<file path="src/rtl/eth_header_extractor.sv">
// Ethernet header extractor: counts header bytes per frame, signals header completion and captures MAC/EtherType/802.1Q fields.
// Optional macro ETH_HDR_VLAN_EN enables 802.1Q TPID detection (18-byte tagged headers).
module eth_header_extractor #(
    parameter int DATA_W = 64
) (
    input  logic              clk,
    input  logic              rst,
    input  logic              beat_accept,
    input  logic [DATA_W-1:0] s_tdata,
    input  logic              s_tlast,
    output logic              header_done,
    output logic              hdr_valid,
    output logic              hdr_err,
    output logic [47:0]       dst_mac,
    output logic [47:0]       src_mac,
    output logic [15:0]       ethertype,
    output logic              vlan_present,
    output logic [15:0]       vlan_tci
);

    localparam int BYTES = DATA_W / 8;
`ifdef ETH_HDR_VLAN_EN
    localparam int HDR_MAX = 18;
`else
    localparam int HDR_MAX = 14;
`endif

    typedef enum logic {
        S_HDR  = 1'b0,
        S_BODY = 1'b1
    } state_t;

    state_t      state_q, state_d;
    logic [4:0]  byte_cnt_q, byte_cnt_d;
    logic [7:0]  hdr_q [HDR_MAX];
    logic [7:0]  hdr_d [HDR_MAX];
    logic        hdr_valid_q, hdr_valid_d;
    logic        hdr_err_q, hdr_err_d;
    logic [47:0] dst_mac_q, dst_mac_d;
    logic [47:0] src_mac_q, src_mac_d;
    logic [15:0] ethertype_q, ethertype_d;
    logic        vlan_present_q, vlan_present_d;
    logic [15:0] vlan_tci_q, vlan_tci_d;
    logic [5:0]  cnt_end_s;
    logic [5:0]  hdr_len_s;
    logic        tagged_s;

    // Merge current beat lanes over stored header bytes so TPID and fields see same-beat data.
    always_comb begin
        for (int j = 0; j < HDR_MAX; j++) begin
            if (beat_accept && (state_q == S_HDR) &&
                (j >= int'(byte_cnt_q)) && (j < int'(byte_cnt_q) + BYTES)) begin
                hdr_d[j] = s_tdata[8*(j - int'(byte_cnt_q)) +: 8];
            end else begin
                hdr_d[j] = hdr_q[j];
            end
        end
    end

    // Header length selection and field extraction from the merged header view.
    always_comb begin
        cnt_end_s = {1'b0, byte_cnt_q} + 6'(BYTES);
        dst_mac_d = {hdr_d[0], hdr_d[1], hdr_d[2], hdr_d[3], hdr_d[4], hdr_d[5]};
        src_mac_d = {hdr_d[6], hdr_d[7], hdr_d[8], hdr_d[9], hdr_d[10], hdr_d[11]};
`ifdef ETH_HDR_VLAN_EN
        tagged_s = (hdr_d[12] == 8'h81) && (hdr_d[13] == 8'h00);
        if (tagged_s) begin
            hdr_len_s      = 6'd18;
            ethertype_d    = {hdr_d[16], hdr_d[17]};
            vlan_present_d = 1'b1;
            vlan_tci_d     = {hdr_d[14], hdr_d[15]};
        end else begin
            hdr_len_s      = 6'd14;
            ethertype_d    = {hdr_d[12], hdr_d[13]};
            vlan_present_d = 1'b0;
            vlan_tci_d     = 16'h0000;
        end
`else
        tagged_s       = 1'b0;
        hdr_len_s      = 6'd14;
        ethertype_d    = {hdr_d[12], hdr_d[13]};
        vlan_present_d = tagged_s;
        vlan_tci_d     = 16'h0000;
`endif
        header_done = beat_accept && (state_q == S_HDR) && (cnt_end_s >= hdr_len_s);
    end

    // Frame FSM next-state, byte counter and pulse generation.
    always_comb begin
        state_d     = state_q;
        byte_cnt_d  = byte_cnt_q;
        hdr_valid_d = 1'b0;
        hdr_err_d   = 1'b0;
        case (state_q)
            S_HDR: begin
                if (header_done) begin
                    byte_cnt_d  = 5'd0;
                    hdr_valid_d = 1'b1;
                    state_d     = s_tlast ? S_HDR : S_BODY;
                end else if (beat_accept && s_tlast) begin
                    byte_cnt_d = 5'd0;
                    hdr_err_d  = 1'b1;
                end else if (beat_accept) begin
                    byte_cnt_d = byte_cnt_q + 5'(BYTES);
                end else begin
                    byte_cnt_d = byte_cnt_q;
                end
            end
            S_BODY: begin
                if (beat_accept && s_tlast) begin
                    state_d    = S_HDR;
                    byte_cnt_d = 5'd0;
                end else begin
                    state_d = S_BODY;
                end
            end
            default: begin
                state_d    = S_HDR;
                byte_cnt_d = 5'd0;
            end
        endcase
    end

    // State, header byte store, pulses and field registers.
    always_ff @(posedge clk or posedge rst) begin
        if (rst) begin
            state_q        <= S_HDR;
            byte_cnt_q     <= 5'd0;
            hdr_valid_q    <= 1'b0;
            hdr_err_q      <= 1'b0;
            dst_mac_q      <= 48'h0;
            src_mac_q      <= 48'h0;
            ethertype_q    <= 16'h0;
            vlan_present_q <= 1'b0;
            vlan_tci_q     <= 16'h0;
            for (int j = 0; j < HDR_MAX; j++) begin
                hdr_q[j] <= 8'h00;
            end
        end else begin
            state_q     <= state_d;
            byte_cnt_q  <= byte_cnt_d;
            hdr_valid_q <= hdr_valid_d;
            hdr_err_q   <= hdr_err_d;
            for (int j = 0; j < HDR_MAX; j++) begin
                hdr_q[j] <= hdr_d[j];
            end
            if (hdr_valid_d) begin
                dst_mac_q      <= dst_mac_d;
                src_mac_q      <= src_mac_d;
                ethertype_q    <= ethertype_d;
                vlan_present_q <= vlan_present_d;
                vlan_tci_q     <= vlan_tci_d;
            end
        end
    end

    assign hdr_valid    = hdr_valid_q;
    assign hdr_err      = hdr_err_q;
    assign dst_mac      = dst_mac_q;
    assign src_mac      = src_mac_q;
    assign ethertype    = ethertype_q;
    assign vlan_present = vlan_present_q;
    assign vlan_tci     = vlan_tci_q;

endmodule

</file>
<file path="config.mk">
export PLATFORM = sky130hd
export DESIGN_NAME = eth_header_extractor
export DESIGN_NICKNAME = d
export VERILOG_FILES = /design/src/rtl/eth_header_extractor.sv
export SDC_FILE = /design/constraint.sdc
export NUM_CORES = 1
export LEC_CHECK = 0
export ABC_AREA = 1
export CORE_MARGIN = 4
export CORE_UTILIZATION = 44
export DETAILED_ROUTE_END_ITERATION = 7
export PLACE_DENSITY = 0.82
export RECOVER_POWER = 25
export REMOVE_ABC_BUFFERS = 1
export SETUP_SLACK_MARGIN = 0.4
export SLEW_MARGIN = 25
export SYNTH_ARGS = -nofsm -noshare
export SYNTH_HDL_FRONTEND = slang
export SYNTH_SLANG_ARGS = --single-unit
</file>
<file path="constraint.sdc">
create_clock -name clk -period 10.2 [get_ports clk]
set_input_delay 3.06 -clock clk [delete_from_list [all_inputs] [get_ports clk]]
set_output_delay 3.06 -clock clk [all_outputs]
set_load 0.1 [all_outputs]
</file>
* After elaboration in Yosys (flattened, before gate mapping) *
Cells that the tools add are included.

cells by class
  $lt $le $gt $ge = 29
  add/sub/neg operators = 17
  shift-type cells = 14
  muxes and demuxes = 28
  reduce and logical (&&, ||, !) cells = 32
  equal/unequal tests = 2
  bitwise gates (word level) = 1

operators with widths
  cell                   count
  $shiftx A64 B9 Y8      14
  $lt A5 B32 Y1 const A  5
  $lt A4 B32 Y1 const A  4
  $mux W8                14
  $lt A3 B32 Y1 const A  2
  $sub A4 B5 Y6 const A  6
  $lt A1 B32 Y1 const A  1
  $lt A2 B32 Y1 const A  1
  $logic_and A1 B1 Y1    31
  $ge A4 B5 Y1 const A   6
  $sub A3 B5 Y6 const A  4
  $ge A3 B5 Y1 const A   4
  $mux W5                4
  $add A5 B4 Y6 const B  2
  $sub A1 B5 Y6 const A  2
  $sub A2 B5 Y6 const A  2
  $ge A1 B5 Y1 const A   2
  $ge A2 B5 Y1 const A   2
  $pmux W5 S2            1
  $mux W1                8
  $ge A6 B4 Y1 const B   1
  $lt A4 B6 Y1 const A   1
  $add A5 B4 Y5 const B  1
  $ne A4 B3 Y1 const B   1
  other kinds (4)        4

storage, ports and cells
  logic and storage cells = 144
  output and inout port bits = 132
  bits in registers = 232

* Logic depth before layout (Yosys ltp) *
Gate-level depths: netlist of run 1.

  word-level depth = 5
  gate-level depth with buffers = 10
  depth with buffers taken out = 9

* Least setup slack after synthesis of run 1 *
No wires, ideal clock.

  path kind = input to output
  start point = in beat_accept
  end point = out header_done
  arrival time = 4400 ps
  path buffers = 0
  cell stages on the path = 2
  required time = 7140 ps
  path slack = 2740 ps
  cell sequence = nand2_2 nor2_1

between the ends
  longest elaborated chain between the ends = 2

ends and longest elaborated chain
  item                              line  source
  from (decl)                       8     input logic beat_accept,
  $logic_and A1 B1 Y1 (2 in a row)  85    header_done = beat_accept && (state_q == S_HDR) && (cnt_end_s >= hdr_len_s);
  to (decl)                         11    output logic header_done,

No other way between the ends.

* Final worst setup path of run 1 *
Same ends and word-level chain as after synthesis.

==> results of run 1 <==
routing by layer:
metal / GRT usage, % / vias up / routed length, um
met3: 4.42 / 41 / 1650
li1: - / 3684 / -
met2: 32.9 / 228 / 11400
met5: 0 / - / 0
met4: 5.38 / 0 / 493
met1: 26.1 / 3648 / 10200
registers in the layout (all words and copies together) (netlist names):
| name | cells |
|---|---|
| hdr_q | 112 |
| dst_mac | 48 |
| src_mac | 48 |
| ethertype | 16 |
| byte_cnt_q | 2 |
| hdr_err | 1 |
| hdr_valid | 1 |
| state_q | 1 |
cells in the final DEF, fill, tap and decap left out:
| master | instances |
|---|---|
| sky130_fd_sc_hd__a21oi_1 | 1 |
| sky130_fd_sc_hd__and2_1 | 25 |
| sky130_fd_sc_hd__buf_12 | 1 |
| sky130_fd_sc_hd__buf_16 | 1 |
| sky130_fd_sc_hd__buf_4 | 3 |
| sky130_fd_sc_hd__buf_6 | 1 |
| sky130_fd_sc_hd__clkbuf_1 | 10 |
| sky130_fd_sc_hd__clkbuf_16 | 25 |
| sky130_fd_sc_hd__clkbuf_8 | 7 |
| sky130_fd_sc_hd__clkdlybuf4s50_1 | 180 |
| sky130_fd_sc_hd__clkinv_2 | 1 |
| sky130_fd_sc_hd__clkinv_8 | 1 |
| sky130_fd_sc_hd__conb_1 | 17 |
| sky130_fd_sc_hd__dfrtp_1 | 229 |
| sky130_fd_sc_hd__dlygate4sd3_1 | 2 |
| sky130_fd_sc_hd__ha_1 | 4 |
| sky130_fd_sc_hd__inv_1 | 56 |
| sky130_fd_sc_hd__inv_2 | 2 |
| sky130_fd_sc_hd__inv_6 | 3 |
| sky130_fd_sc_hd__nand2_1 | 565 |
| sky130_fd_sc_hd__nand2_2 | 1 |
| sky130_fd_sc_hd__nand3_1 | 116 |
| sky130_fd_sc_hd__nand3_2 | 4 |
| sky130_fd_sc_hd__nor2_1 | 27 |
| sky130_fd_sc_hd__nor2_2 | 1 |
| sky130_fd_sc_hd__nor2_4 | 5 |
| sky130_fd_sc_hd__o21ai_0 | 3 |
layout make-up:
type	instances	share of cell area, %
Clock buffer	42	6.22
Clock inverter	3	0.185
Inverter	60	1.99
Multi-Input combinational cell	769	26.2
Sequential cell	229	47.0
Tap cell	275	2.82
Timing Repair Buffer	188	15.6
worst max-delay path, cell delays in order:
cell,delay [ns]
sky130_fd_sc_hd__dlygate4sd3_1,0.62
sky130_fd_sc_hd__nand2_2,0.15
sky130_fd_sc_hd__nor2_1,0.12
sky130_fd_sc_hd__clkdlybuf4s50_1,1.14
stage by stage:
step	hold slack (ns)	utilization, %
final	0.467	57.9
after global routing	0.487	57.9
after CTS	0.469	57.7
after detailed placement	0.456	54.0
after global placement	0.454	53.9
after floorplan	0.438	-
Yosys cell counts:
library cell	number	area share [%]
sky130_fd_sc_hd__inv_2	3	0.12
sky130_fd_sc_hd__ha_1	4	0.53
sky130_fd_sc_hd__nand3_1	120	6.3
sky130_fd_sc_hd__dfrtp_1	229	60
sky130_fd_sc_hd__clkbuf_1	7	0.28
sky130_fd_sc_hd__nand2_1	565	22
sky130_fd_sc_hd__o21ai_0	3	0.16
sky130_fd_sc_hd__a21oi_1	1	0.053
sky130_fd_sc_hd__conb_1	1	0.040
sky130_fd_sc_hd__nor2_1	30	1.2
sky130_fd_sc_hd__buf_4	20	1.6
sky130_fd_sc_hd__inv_1	57	2.3
sky130_fd_sc_hd__buf_2	47	2.5
sky130_fd_sc_hd__nor2_4	3	0.36
sky130_fd_sc_hd__nand2_2	1	0.066
sky130_fd_sc_hd__and2_1	25	1.6
sky130_fd_sc_hd__clkbuf_4	1	0.079
worst paths after layout:
check	start	end	slack, ns	depth (start not counted)
max	beat_accept	header_done	2.05	4
min	hdr_q[11]$_DFF_PP0_	hdr_q[11]$_DFF_PP0_	0.47	2
max in group asynchronous	rst	hdr_q[70]$_DFF_PP0_	5.81	3
min in group asynchronous	rst	dst_mac[20]$_DFFE_PP0P_	3.19	2
min reg2reg	hdr_q[11]$_DFF_PP0_	hdr_q[11]$_DFF_PP0_	0.47	2
max reg2reg	byte_cnt_q[3]$_DFFE_PP0P_	dst_mac[28]$_DFFE_PP0P_	7.68	8
cells by family (layout without fill, tap and decap cells):
family / Yosys count / in the layout / synth area share (%)
compound gates: 4 / 4 / 0.211
fa+ha+maj: 4 / 4 / 0.528
buf+inv: 135 / 293 / 6.80
flops: 229 / 229 / 60.5
other cells: 1 / 17 / 0.0396
simple gates: 744 / 744 / 32.0
==> flow_summary.yaml, run 1 <==
finish:
  register_area_um2: 5730
  drive_gt1_share_pct: 4.34
  layout.cells.non_filler: 1566
  area_growth_syn_to_layout_pct: 28.7
  multiInputGateArea_um2: 3200
  n_antenna_cell: 0
  final_area_um2: 12200
  final_nets: 1345
  nFillCells: 1864
synthesis:
  synth_seq_area_share_pct: 60.5
  synthesis.yosys.warnings: 0
  synth.ff_latch_count: 229
  synth_cell_type_count: 17
  syn-cell-area_um2: 9480
  syn_inst: 1117
  synthesis.area_per_instance_um2: 8.49
floorplan:
  dieHeight_um: 155
  floorplan.io_pins: 200
  core_area_um2: 21100
  die_x_extent_um: 155
  initial_core_util_pct: 45.0
  die-area_um2: 24000
  core.rowCount: 53
global_route:
  first_global_vias: 7770
  globalRouteTotalUtil_pct: 19.7
  grt_first_pass_wirelength_um: 39000
  antenna_violations_before_repair: 0
  grt_start_max_net_pins: 162
  overflow: 0
placed_design:
  dp.cells: 1520
  gp_congestion: 0.784
  placement.setup.worst_slack_ns: 2.13
  place.port_buffers: 182
  detailedPlacementHpwl_um: 14000
  post_dp_cell_area_um2: 11400
outcome:
  run_status: "completed"
routing:
  viasPerCell: 4.85
  firstDrtPassIters: 5
  drt.antenna.violating_nets: 0
  wl_um: 23700
  drc_violation_count_after_routing: 0
  detail_route.wl_per_cell_um: 15.2
  drtIter0Drc: 397
  via_total_after_detailed_routing: 7601
worst_setup_path:
  crit_fanout: 5
  worstPathArrival_ns: 5.09
  critPathLaunchType: "input port"
  critPathCaptureType: "primary output"
  cp_data_required_time_ns: 7.14
  path_class: "in2out"
timing:
  rsz0062_at_grt: "false"
  fin_worst_skew_ns: 0.0119
  tightestPinTransition_ns: 1.04
  post-route-period-util_pct: 79.9
  timing.final.max_slew_violations: 0
  final_hold_viols: 0
  clock.fmax_ghz: 0.123
  final_period_minus_worst_setup_slack_ns: 8.15
  setup_total_negative_slack_ns: 0
  setup_slack_ns: 2.05
  finalSetupViolCount: 0
  max-slew-margin-rel_pct: 30.5
clock_tree:
  clock_tree.root_cell: "sky130_fd_sc_hd__clkbuf_16"
  clock-sinks: 229
  latest_clock_arrival_within_the_worst_skew_pair_ns: 0.52
  post-cts-setup-buffers: 0
  clock_tree.htree_level_count: 1
  tritoncts: "yes"
  holdBufCountCts: 0
  clk_path_buf_depth: 3
  post_cts_resized: 0
  cts_inserted_buffers: 25
  clk_pin_slew_worst_paths_ns: 0.06
hold_path:
  hold_path.class: "reg2reg"
job:
  drv.max_cap_violation_count: 0
Power of run 1 is left out: the tool's default activity adds up to more than one toggle a clock period on the data nets, which glitch-free logic cannot reach.
==> inputs of run 2 (changes only) <==
==> constraint.sdc (replaced) <==
create_clock -name clk -period 8.36 [get_ports clk]
set_input_delay 2.508 -clock clk [delete_from_list [all_inputs] [get_ports clk]]
set_output_delay 2.508 -clock clk [all_outputs]
set_load 0.1 [all_outputs]
==> run 2 against run 1 <==
The run now ends with capacitance limit, slew limit left. Utilization grew 0.55 points. Register-to-register slack lost 3.6 ns. Routed wire length shrank 0.73%. Largest cell class unchanged.
==> flow_summary.yaml, run 2 (same netlist as run 1, synthesis figures left out) <==
routing:
  drt.antenna.violating_nets: 0
  detail_route.wl_per_cell_um: 15.0
  drtIter0Drc: 425
  wl_um: 23600
  viasPerCell: 4.83
  firstDrtPassIters: 5
  via_total_after_detailed_routing: 7572
  drc_violation_count_after_routing: 0
timing:
  tightestPinTransition_ns: 4.44
  final_hold_viols: 0
  fin_worst_skew_ns: 0.0121
  fin_worst_hold_slack_ns: 0.468
  finalSetupViolCount: 0
  timing.final.max_slew_violations: 195
  rsz0062_at_grt: "false"
  max-slew-margin-rel_pct: -196
  clock.fmax_ghz: 0.141
  final_period_minus_worst_setup_slack_ns: 7.07
  post-route-period-util_pct: 84.6
clock_tree:
  clk_pin_slew_worst_paths_ns: 0.06
  latest_clock_arrival_within_the_worst_skew_pair_ns: 0.51
  clock-sinks: 229
  cts_inserted_buffers: 24
  post-cts-setup-buffers: 0
  clock_tree.root_cell: "sky130_fd_sc_hd__clkbuf_16"
  clk_path_buf_depth: 3
  tritoncts: "yes"
  post_cts_resized: 0
  clock_tree.htree_level_count: 1
  holdBufCountCts: 0
worst_setup_path:
  slowest_cell_on_crit_path: "sky130_fd_sc_hd__clkdlybuf4s50_1"
  crit_fanout: 5
  path_class: "in2out"
  max_stage_delay_ns: 1.17
  critPathCaptureType: "primary output"
  cp_data_required_time_ns: 5.85
  worstPathArrival_ns: 4.56
  critical_path_buf_inv_count: 2
  crit_chain: "dlygate4sd3_1, nand2_2, nor2_1, clkdlybuf4s50_1"
  critPathLaunchType: "input port"
  critical-path-top-delay-family: "buffers and inverters"
hold_path:
  hold_path.class: "reg2reg"
finish:
  mostFrequentLayoutCells: "sky130_fd_sc_hd__nand2_1 (565), sky130_fd_sc_hd__dfrtp_1 (229), sky130_fd_sc_hd__clkdlybuf4s50_1 (181)"
  layout.cells.non_filler: 1567
  final_nets: 1346
  drive_gt1_share_pct: 4.80
  multiInputGateArea_um2: 3190
  final_common_cell: "sky130_fd_sc_hd__nand2_1"
  nFillCells: 1812
  flip_flop_count_of_the_largest_register_all_copies_and_words_added: 112
  registers.top_by_ff_count: "hdr_q"
  n_antenna_cell: 0
  area_growth_syn_to_layout_pct: 30.0
  final_util_pct: 58.4
  register_area_um2: 5730
floorplan:
  floorplan.io_pins: 200
  die_x_extent_um: 155
  die-area_um2: 24000
  core.rowCount: 53
  core_area_um2: 21100
  dieHeight_um: 155
  initial_core_util_pct: 45.0
global_route:
  grt_first_pass_wirelength_um: 39500
  grt_start_max_net_pins: 120
  overflow: 0
  antenna_violations_before_repair: 0
  first_global_vias: 7722
  globalRouteTotalUtil_pct: 19.9
placed_design:
  gp_congestion: 0.789
  place.port_buffers: 182
  dp.cells: 1522
  detailedPlacementHpwl_um: 14200
outcome:
  run_status: "finished with violations"
  failed_checks: "capacitance limit, slew limit"
job:
  drv.max_cap_violation_count: 2
==> run 2: worst paths after layout <==
check / from / cells after the start / endpoint / slack [ns]
max in group asynchronous: rst / 3 / src_mac[30]$_DFFE_PP0P_ / 1.72
worst min register to register: hdr_q[11]$_DFF_PP0_ / 2 / hdr_q[11]$_DFF_PP0_ / 0.47
min in group asynchronous: rst / 2 / dst_mac[22]$_DFFE_PP0P_ / 4.01
worst min-delay path: hdr_q[11]$_DFF_PP0_ / 2 / hdr_q[11]$_DFF_PP0_ / 0.47
worst max-delay path: beat_accept / 4 / header_done / 1.29
worst max register to register: byte_cnt_q[3]$_DFFE_PP0P_ / 8 / src_mac[15]$_DFFE_PP0P_ / 4.11
==> run 2: cell type report <==
class | count | area share [%]
clock buffer | 35 | 6.11
clock inverter | 9 | 1.41
inverter | 60 | 1.87
multi-input combinational | 769 | 25.9
sequential | 229 | 46.5
tap | 275 | 2.79
timing repair buffer | 190 | 15.4
==> run 2: through the flow <==
stage	instance area (um2)	setup TNS [ns]	setup slack (ns)
3_3_place_gp	11400	0	1.40
5_1_grt	12300	0	0.730
4_1_cts	12300	0	1.33
2_1_floorplan	9120	-97.15	-0.424
6_report	12300	0	1.29
3_5_place_dp	11400	0	1.34
==> run 2: worst reg2reg max path, stage by stage (launching register included) <==
cell,delay [ns]
sky130_fd_sc_hd__dfrtp_1,0.51
sky130_fd_sc_hd__inv_2,0.14
sky130_fd_sc_hd__ha_1,0.28
sky130_fd_sc_hd__nor2_1,0.34
sky130_fd_sc_hd__clkbuf_1,2.22
sky130_fd_sc_hd__nand3_1,0.27
sky130_fd_sc_hd__nand2_1,0.21
sky130_fd_sc_hd__nand2_1,0.07
sky130_fd_sc_hd__nand2_1,0.15
==> run 2: layer usage <==
layer,vias up,track usage [%],part of all wire (%)
li1,3684,-,-
met1,3599,26.5,42
met2,261,33.5,49
met3,28,4.87,7.9
met4,0,3.78,1.4
met5,-,0,0
Power of run 2 is left out for the same reason.
